## src/rtl/fdtd_pkg.sv

```systemverilog
// Shared types for the FDTD time-step sequencer: FSM state encoding and phase codes.
package fdtd_pkg;

  typedef enum logic [3:0] {
    ST_IDLE      = 4'd0,
    ST_ISSUE_HY  = 4'd1,
    ST_WAIT_HY   = 4'd2,
    ST_ISSUE_EZ  = 4'd3,
    ST_WAIT_EZ   = 4'd4,
    ST_ISSUE_SRC = 4'd5,
    ST_WAIT_SRC  = 4'd6,
    ST_FINISH    = 4'd7
  } state_t;

  localparam logic [1:0] PH_IDLE = 2'd0;
  localparam logic [1:0] PH_HY   = 2'd1;
  localparam logic [1:0] PH_EZ   = 2'd2;
  localparam logic [1:0] PH_SRC  = 2'd3;

endpackage

```

## src/rtl/fdtd_phase_wdog.sv

```systemverilog
// Per-phase watchdog: counts cycles spent waiting for a phase to finish.
// expired fires in the wait cycle whose increment would bring the count to TIMEOUT_CYCLES-1,
// so a phase that never completes leaves WAIT after TIMEOUT_CYCLES-1 cycles.
module fdtd_phase_wdog #(
  parameter int TIMEOUT_CYCLES = 4096,
  parameter int TIMEOUT_WIDTH  = 13
) (
  input  logic CLK,
  input  logic RST_N,
  input  logic clr,
  input  logic en,
  output logic expired
);

  localparam logic [TIMEOUT_WIDTH-1:0] LAST_COUNT = TIMEOUT_WIDTH'(TIMEOUT_CYCLES - 2);

  logic [TIMEOUT_WIDTH-1:0] count;

  // Count wait cycles; cleared while the phase is being issued.
  always_ff @(posedge CLK or negedge RST_N) begin
    if (!RST_N) begin
      count <= '0;
    end else if (clr) begin
      count <= '0;
    end else if (en) begin
      count <= count + 1'b1;
    end
  end

  assign expired = en && (count == LAST_COUNT);

endmodule

```

## src/rtl/fdtd_step_seq.sv

```systemverilog
// Time-step sequencer for the FDTD calculation controller: per step it issues Hy, Ez and
// source phases, waits for each write-back strobe to fall, counts steps and flags timeouts.
module fdtd_step_seq
  import fdtd_pkg::*;
#(
  parameter int STEP_CNT_WIDTH = 16,
  parameter int TIMEOUT_CYCLES = 4096,
  parameter int TIMEOUT_WIDTH  = 13
) (
  input  logic                      CLK,
  input  logic                      RST_N,
  input  logic                      start_i,
  input  logic                      abort_i,
  input  logic [STEP_CNT_WIDTH-1:0] time_steps_i,
  input  logic                      wrt_Hy_start_i,
  input  logic                      wrt_Ez_start_i,
  input  logic                      wrt_src_start_i,
  output logic                      calc_Hy_flg_o,
  output logic                      calc_Ez_flg_o,
  output logic                      calc_src_flg_o,
  output logic                      busy_o,
  output logic                      done_o,
  output logic [STEP_CNT_WIDTH-1:0] step_cnt_o,
  output logic [1:0]                phase_o,
  output logic                      err_timeout_o
);

  state_t                    state;
  logic [STEP_CNT_WIDTH-1:0] total_steps;
  logic [STEP_CNT_WIDTH-1:0] step_next;
  logic                      hy_q, ez_q, src_q;
  logic                      fall_hy, fall_ez, fall_src;
  logic                      wd_clr, wd_en, wd_expired;

  assign fall_hy   = hy_q  & ~wrt_Hy_start_i;
  assign fall_ez   = ez_q  & ~wrt_Ez_start_i;
  assign fall_src  = src_q & ~wrt_src_start_i;
  assign step_next = step_cnt_o + 1'b1;

  assign wd_clr = (state == ST_ISSUE_HY) || (state == ST_ISSUE_EZ) || (state == ST_ISSUE_SRC);
  assign wd_en  = (state == ST_WAIT_HY)  || (state == ST_WAIT_EZ)  || (state == ST_WAIT_SRC);

  fdtd_phase_wdog #(
    .TIMEOUT_CYCLES (TIMEOUT_CYCLES),
    .TIMEOUT_WIDTH  (TIMEOUT_WIDTH)
  ) u_wdog (
    .CLK     (CLK),
    .RST_N   (RST_N),
    .clr     (wd_clr),
    .en      (wd_en),
    .expired (wd_expired)
  );

  // Strobe history, updated every cycle so a stale high level still needs a real falling edge.
  always_ff @(posedge CLK or negedge RST_N) begin
    if (!RST_N) begin
      hy_q  <= 1'b0;
      ez_q  <= 1'b0;
      src_q <= 1'b0;
    end else begin
      hy_q  <= wrt_Hy_start_i;
      ez_q  <= wrt_Ez_start_i;
      src_q <= wrt_src_start_i;
    end
  end

  // Sequencer FSM with registered outputs; phase flags are raised together with the ISSUE state.
  always_ff @(posedge CLK or negedge RST_N) begin
    if (!RST_N) begin
      state          <= ST_IDLE;
      total_steps    <= '0;
      calc_Hy_flg_o  <= 1'b0;
      calc_Ez_flg_o  <= 1'b0;
      calc_src_flg_o <= 1'b0;
      busy_o         <= 1'b0;
      done_o         <= 1'b0;
      step_cnt_o     <= '0;
      phase_o        <= PH_IDLE;
      err_timeout_o  <= 1'b0;
    end else begin
      calc_Hy_flg_o  <= 1'b0;
      calc_Ez_flg_o  <= 1'b0;
      calc_src_flg_o <= 1'b0;
      busy_o         <= (state != ST_IDLE);
      done_o         <= (state == ST_FINISH) && !abort_i;
      if (abort_i) begin
        state   <= ST_IDLE;
        phase_o <= PH_IDLE;
      end else begin
        case (state)
          ST_IDLE: begin
            if (start_i && !busy_o) begin
              total_steps   <= time_steps_i;
              step_cnt_o    <= '0;
              err_timeout_o <= 1'b0;
              if (time_steps_i == '0) begin
                state <= ST_FINISH;
              end else begin
                state         <= ST_ISSUE_HY;
                calc_Hy_flg_o <= 1'b1;
                phase_o       <= PH_HY;
              end
            end
          end
          ST_ISSUE_HY:  state <= ST_WAIT_HY;
          ST_ISSUE_EZ:  state <= ST_WAIT_EZ;
          ST_ISSUE_SRC: state <= ST_WAIT_SRC;
          ST_WAIT_HY: begin
            if (fall_hy) begin
              state         <= ST_ISSUE_EZ;
              calc_Ez_flg_o <= 1'b1;
              phase_o       <= PH_EZ;
            end else if (wd_expired) begin
              state         <= ST_IDLE;
              phase_o       <= PH_IDLE;
              err_timeout_o <= 1'b1;
            end
          end
          ST_WAIT_EZ: begin
            if (fall_ez) begin
              state          <= ST_ISSUE_SRC;
              calc_src_flg_o <= 1'b1;
              phase_o        <= PH_SRC;
            end else if (wd_expired) begin
              state         <= ST_IDLE;
              phase_o       <= PH_IDLE;
              err_timeout_o <= 1'b1;
            end
          end
          ST_WAIT_SRC: begin
            if (fall_src) begin
              step_cnt_o <= step_next;
              if (step_next == total_steps) begin
                state   <= ST_FINISH;
                phase_o <= PH_IDLE;
              end else begin
                state         <= ST_ISSUE_HY;
                calc_Hy_flg_o <= 1'b1;
                phase_o       <= PH_HY;
              end
            end else if (wd_expired) begin
              state         <= ST_IDLE;
              phase_o       <= PH_IDLE;
              err_timeout_o <= 1'b1;
            end
          end
          ST_FINISH: begin
            state   <= ST_IDLE;
            phase_o <= PH_IDLE;
          end
          default: begin
            state   <= ST_IDLE;
            phase_o <= PH_IDLE;
          end
        endcase
      end
    end
  end

endmodule

```

## config.mk

```make
export PLATFORM = sky130hd
export DESIGN_NAME = fdtd_step_seq
export DESIGN_NICKNAME = d
export VERILOG_FILES = /design/src/rtl/fdtd_pkg.sv /design/src/rtl/fdtd_phase_wdog.sv /design/src/rtl/fdtd_step_seq.sv
export SDC_FILE = /design/constraint.sdc
export NUM_CORES = 1
export LEC_CHECK = 0
export CAP_MARGIN = 25
export CELL_PAD_IN_SITES_DETAIL_PLACEMENT = 0
export CELL_PAD_IN_SITES_GLOBAL_PLACEMENT = 2
export CORE_AREA = 4 4 102 104
export CTS_CLUSTER_DIAMETER = 80
export CTS_CLUSTER_SIZE = 14
export DETAILED_ROUTE_END_ITERATION = 7
export DIE_AREA = 0 0 106 108
export PLACE_DENSITY_LB_ADDON = 0.1
export SKIP_LAST_GASP = 1
export SYNTH_ARGS = -nofsm -noshare
export SYNTH_HDL_FRONTEND = slang
export SYNTH_SLANG_ARGS = --single-unit
```

## constraint.sdc

```tcl
create_clock -name CLK -period 3.3 [get_ports CLK]
set_input_delay 0.495 -clock CLK [delete_from_list [all_inputs] [get_ports CLK]]
set_output_delay 0.495 -clock CLK [all_outputs]
set_load 0.01 [all_outputs]
```

# After elaboration in Yosys (flattened, before gate mapping)
# Cells that the tools add are included.
dict set report word_totals {
  reg_bits 60
  inputBits 23
  output_inout_bits 24
  wordCells 101
}
dict set report op_classes {
  add_sub_neg 2
  eq_ne 17
  mux 41
  bitwise 7
  n_reduce_logical 20
}
# cell count
set op_table {}
lappend op_table {{$mux W16} 2}
lappend op_table {{$pmux W16 S2} 1}
lappend op_table {{$pmux W4 S7} 1}
lappend op_table {{$mux W13} 2}
lappend op_table {{$mux W4} 6}
lappend op_table {{$mux W1} 17}
lappend op_table {{$add A16 B1 Y16 const B} 1}
lappend op_table {{$eq A16 B16 Y1} 1}
lappend op_table {{$eq A4 B3 Y1 const B} 4}
lappend op_table {{$logic_not A16 Y1} 1}
lappend op_table {{$mux W2} 7}
lappend op_table {{$add A13 B1 Y13 const B} 1}
lappend op_table {{$eq A13 B12 Y1 const B} 1}
lappend op_table {{$ne A2 B2 Y1 const B} 5}
lappend op_table {{$pmux W2 S5} 1}
lappend op_table {{$eq A4 B2 Y1 const B} 2}
lappend op_table {{$reduce_bool A4 Y1} 2}
lappend op_table {{$mux W3} 2}
lappend op_table {{$ne A3 B3 Y1 const B} 2}
lappend op_table {{$reduce_and A3 Y1} 2}
lappend op_table {{$reduce_and A6 Y1} 1}
lappend op_table {{$eq A4 B1 Y1 const B} 1}
lappend op_table {{$logic_not A4 Y1} 1}
lappend op_table {{$logic_or A1 B1 Y1} 4}
lappend op_table {{10 further kinds} 19}

# Depth between registers and ports, before layout
dict set report logic_depth {
  word_depth 8
  ltp_mapped 8
  depth_no_buf 8
}

# Hierarchy
# A second synthesis with hierarchy kept.
dict set report hier_totals {
  cells_unflattened 358
  hier_area_um2 3454.6
}
# module instances cells_per_inst area_per_inst_um2 seq_area_each_um2
set by_module_without_submodules {}
lappend by_module_without_submodules {fdtd_step_seq 1 289 2753.9 1176.1}
lappend by_module_without_submodules {fdtd_phase_wdog 1 69 700.7 325.3}

# Worst setup path after synthesis
# Ideal clock, no wire load.
dict set report synth_timing {
  path_type {register -> register}
  start {register step_cnt_o[0]}
  end {register state[2]}
  setup_ns 0.126
  arrival_time_ns 2.113
  required_time_ns 3.174
  setup_slack_ns 1.061
  path_stages_with_launch 9
  n_path_buf 1
  synth_period_minus_slack_ns 2.239
  path_cell_list {dfrtp_1 ha_1 and3_4 and3_4 buf_6 nor4_4 o32ai_2 nor4_4 o311a_1}
}
dict set report synth_between {
  elab_chain_len 6
}
# element line_no
set synth_rtl {}
lappend synth_rtl {{start: declaration} fdtd_step_seq.sv:23} ;# output logic [STEP_CNT_WIDTH-1:0] step_cnt_o,
lappend synth_rtl {{start signal: assignment} fdtd_step_seq.sv:132} ;# step_cnt_o <= step_next;
lappend synth_rtl {{$add A16 B1 Y16} fdtd_step_seq.sv:38} ;# assign step_next = step_cnt_o + 1'b1;
lappend synth_rtl {{$eq A16 B16 Y1} fdtd_step_seq.sv:133} ;# if (step_next == total_steps) begin
lappend synth_rtl {{$mux W3} fdtd_step_seq.sv:133}
lappend synth_rtl {{$mux W4} fdtd_step_seq.sv:131} ;# if (fall_src) begin
lappend synth_rtl {{$pmux W4 S7} fdtd_step_seq.sv:90} ;# case (state)
lappend synth_rtl {{$mux W4} fdtd_step_seq.sv:86} ;# if (abort_i) begin
lappend synth_rtl {{end signal: assignment} fdtd_step_seq.sv:87} ;# state <= ST_IDLE;
lappend synth_rtl {{end signal: assignment} fdtd_step_seq.sv:134} ;# state <= ST_FINISH;
lappend synth_rtl {{end signal: assignment} fdtd_step_seq.sv:137} ;# state <= ST_ISSUE_HY;
lappend synth_rtl {{end: declaration} fdtd_step_seq.sv:28} ;# state_t state;
# No other way between the ends.
# A chain may end at the register's enable or synchronous reset.

# Worst setup path in the final report
dict set report layout_timing {
  start {register step_cnt_o[0]}
  end {register phase_o[0]}
}
dict set report layout_between {
  elab_chain_len 6
}
# element line_no
set layout_rtl {}
lappend layout_rtl {{$add A16 B1 Y16} fdtd_step_seq.sv:38}
lappend layout_rtl {{$eq A16 B16 Y1} fdtd_step_seq.sv:133}
lappend layout_rtl {{$mux W1} fdtd_step_seq.sv:133}
lappend layout_rtl {{$mux W2} fdtd_step_seq.sv:131}
lappend layout_rtl {{$pmux W2 S5} fdtd_step_seq.sv:90}
lappend layout_rtl {{$mux W2} fdtd_step_seq.sv:86}
lappend layout_rtl {{end signal: assignment} fdtd_step_seq.sv:88} ;# phase_o <= PH_IDLE;
lappend layout_rtl {{end signal: assignment} fdtd_step_seq.sv:135} ;# phase_o <= PH_IDLE;
lappend layout_rtl {{end signal: assignment} fdtd_step_seq.sv:139} ;# phase_o <= PH_HY;
lappend layout_rtl {{end: declaration} fdtd_step_seq.sv:24} ;# output logic [1:0] phase_o,
# No other way between the ends.

==> impl_metrics.csv <==
group,metric,value,unit
global_route,grt-ovfl-total,0,
pwr,pwr_density_cell,404,mW/mm2
global_route,grt_pass1_wl,15300,um
critical_path,cp.required,3.49,ns
clock_network,clockBufferDepth,2,
pwr,ir_worst_vdd,171,uV
floorplanning,num_rows,36,
drt,via_per_inst,5.31,
drt,routed_wl,9060,um
global_route,met1_usage,0.216,
layout,fin_cells,531,
global_route,grt_pass1_vias,2896,
global_route,grt.total_usage,0.172,
floorplanning,die_y,108,um
critical_path,r2r-start,"step_cnt_o[0]",
layout,diodes,0,
status,status,"finished clean",
clock_network,cts_root_buf,"clkbuf_8",
critical_path,cp_slowest_cell,"dfrtp_1",
layout,syn2layout_area_growth,20.1,%
critical_path,path_class,"flip-flop to flip-flop",
place,hpwl,6510,um
clock_network,cts_htree_levels,3,
drt,drc,0,
clock_network,cts_buffers,9,
critical_path,cp_slowest_stage_delay,0.49,ns
layout,drive_above_1_share,0.0955,
drt,wl_per_cell,17.1,um
sta,hold_violations,0,
critical_path,worst-r2r-cell-count,7,
critical_path,cp.depth,7,
logic_synthesis,synth-edff-count,0,
floorplanning,core_region_area,0.00955,mm2
critical_path,endpoint_kind,"flip-flop",
logic_synthesis,synth_top_area_cell,"dfrtp_1",
floorplanning,start_util,0.372,
drt,ant_nets,0,
logic_synthesis,synth_area_leaders,"dfrtp_1 (42%), mux2_1 (5.1%), xor2_1 (4.4%)",
pwr,power.total,1.72,mW
drt,drt-initial-drc-count,101,
flow_run,drv_cap,0,
critical_path,critPathTopFamily,"simple AND/OR/NAND/NOR gates",
sta,tightest_slew,0.581,ns
logic_synthesis,synthFlopType,"dfrtp_1",
clock_network,ctsHoldBuffers,0,
layout,post-route-cell-area,0.00426,mm2
layout,final_nets,420,
clock_network,cts_tree,"done",
critical_path,cp_num_buf_inv,0,
sta,fin_crit_sh,0.756,
critical_path,cp_cell_sequence,"ha_1, xnor3_1, a2bb2oi_1, nor4_1, o2111ai_1, nor4_4, o22ai_1",
drt,num_vias,2818,
pwr,p_leak,1.76,nW
global_route,grtUsageMet3,0.0316,
clock_network,clock_latency,0.33,ns
logic_synthesis,ys_top_cells_by_count,"dfrtp_1 (60), nor2_1 (34), nand2_1 (27), o21ai_1 (23), xor2_1 (18)",
logic_synthesis,syn_area_per_cell,10.1,um2
critical_path,reg2reg_to,"phase_o[0]",
clock_network,clock_sinks,60,
sta,finalSetupTns,0,ns
floorplanning,ioPinCount,47,
place,portBuffers,46,
sta,setup_viol,0,
sta,maxSlewHeadroom,0.609,
critical_path,worstSetupEndpoint,"phase_o[0]",
logic_synthesis,syn-instance-count,353,
floorplanning,dieArea,0.0114,mm2
logic_synthesis,ys_async_sr_fraction,1.00,
logic_synthesis,synth_most_common_cell,"dfrtp_1",
critical_path,crit_start,"step_cnt_o[0]",
floorplanning,die-width,106,um
global_route,grt_busiest_layer,"met2",
sta,setup_slack,0.806,ns
global_route,grtUsageMet2,0.292,
place,place_inst,516,
critical_path,cp_data_arrival_time,2.69,ns
place,dp_slack,0.599,ns
logic_synthesis,yosysTopAreaCellShare,0.423,
critical_path,crit_fanout,8,
global_route,grt_max_degree,42,
sta,skew,0.0100,ns
logic_synthesis,yosys_register_bits,60,
drt,firstDrtPassIters,4,
sta,grt_setup_unrepaired,"no",
logic_synthesis,yosysUniqueCellTypes,63,
clock_network,clkTransAtPathRegs,0.07,ns
clock_network,cts_setup_buffers,0,
global_route,antenna_found_initial,0,
sta,fin_crit,2.49,ns
clock_network,cts.repair.resized,0,
hold_path,hold_class,"input pin to asynchronous set/reset pin",
sta,timing.fmax,0.401,GHz
critical_path,r2r_setup_slack,0.81,ns
place,placed_area,0.00407,mm2
logic_synthesis,yosysSeqAreaShare,0.423,
logic_synthesis,synth_warnings,0,
logic_synthesis,syn_area,0.00355,mm2
sta,slew_violations,0,
critical_path,critPathLaunchType,"flip-flop",
logic_synthesis,syn-num-nets,379,
place,gp_congestion,0.766,
-- report_power, final --
| group | leakage (nW) | total [mW] | switching [mW] | internal (mW) |
|---|---|---|---|---|
| Clock | 0.0914 | 0.662 | 0.298 | 0.364 |
| Sequential | 0.793 | 0.834 | 0.0454 | 0.789 |
| Combinational | 0.881 | 0.226 | 0.108 | 0.118 |
| Total | 1.76 | 1.72 | 0.451 | 1.27 |
-- state kept, by name (all words and copies together), names as in the netlist --
| signal | count |
|---|---|
| total_steps | 16 |
| hy_q | 1 |
| ez_q | 1 |
| phase_o | 2 |
| busy_o | 1 |
| calc_src_flg_o | 1 |
| src_q | 1 |
| err_timeout_o | 1 |
| calc_Hy_flg_o | 1 |
| state | 4 |
| calc_Ez_flg_o | 1 |
| step_cnt_o | 16 |
| u_wdog.count | 13 |
| done_o | 1 |
-- how the worst min path moves through the flow --
stage	from	endpoint	slack, ns	cells after the start
6_report	RST_N	step_cnt_o[3]	0.11	1
5_1_grt	RST_N	step_cnt_o[3]	0.13	1
3_3_place_gp	RST_N	step_cnt_o[0]	0.48	1
4_1_cts	RST_N	step_cnt_o[0]	0.11	1
2_1_floorplan	RST_N	busy_o	0.20	0
3_5_place_dp	RST_N	step_cnt_o[0]	0.48	1
-- layout make-up --
cell class | instances | area [um2]
clock inverters | 4 | 50.0
fillers | 951 | 5290
multi-input cells | 271 | 1910
clock buffers | 11 | 141
flip-flops and latches | 60 | 1500
inverters | 1 | 3.75
repair buffers | 51 | 493
well taps | 133 | 166
-- layout by cell type, fill, tap and decap left out, types with 3 or more instances in the layout --
master	netlist	layout
o31ai_1	8	8
and4_1	3	3
nor3_1	8	8
nand4b_1	3	3
o211ai_1	3	3
o21ai_1	23	23
clkbuf_8	0	10
nand2_1	27	27
or4_1	3	3
nor2_1	34	34
xnor2_1	11	11
ha_1	3	3
a21oi_1	7	7
nor4_1	6	6
a31oi_1	7	7
or3_1	5	5
nor2b_1	8	8
clkdlybuf4s50_1	0	45
nand4_1	6	6
nor3b_1	3	3
nand2b_1	4	4
dfrtp_1	60	60
mux2_1	16	16
xor2_1	18	18
o21ai_0	7	7
buf_4	4	5
nand3_1	12	12
nor4_4	3	3
and3_1	5	5
-- through the flow --
stage | util | hold slack (ns)
after floorplan | - | 0.199
after global placement | 0.426 | 0.480
final | 0.446 | 0.105
after global routing | 0.446 | 0.134
after CTS | 0.446 | 0.107
after detailed placement | 0.426 | 0.480
-- cell families (layout without fill, tap and decap cells) --
logic type,count (synthesis),count (layout),synth area share
compound gates,72,72,0.134
xor+xnor,31,31,0.0825
simple gates,147,147,0.256
flops,60,60,0.423
mux,17,17,0.0536
buf+inv,22,67,0.0395
fa+ha+maj,3,3,0.0106
other cells,1,1,0.00106
-- metal layers --
layer,wire length [um],vias to the layer above
met2,4550,60
met1,3990,1373
met3,361,14
met5,0,-
met4,166,0
li1,-,1371
Note: power is estimated with default switching activity, not from simulation.
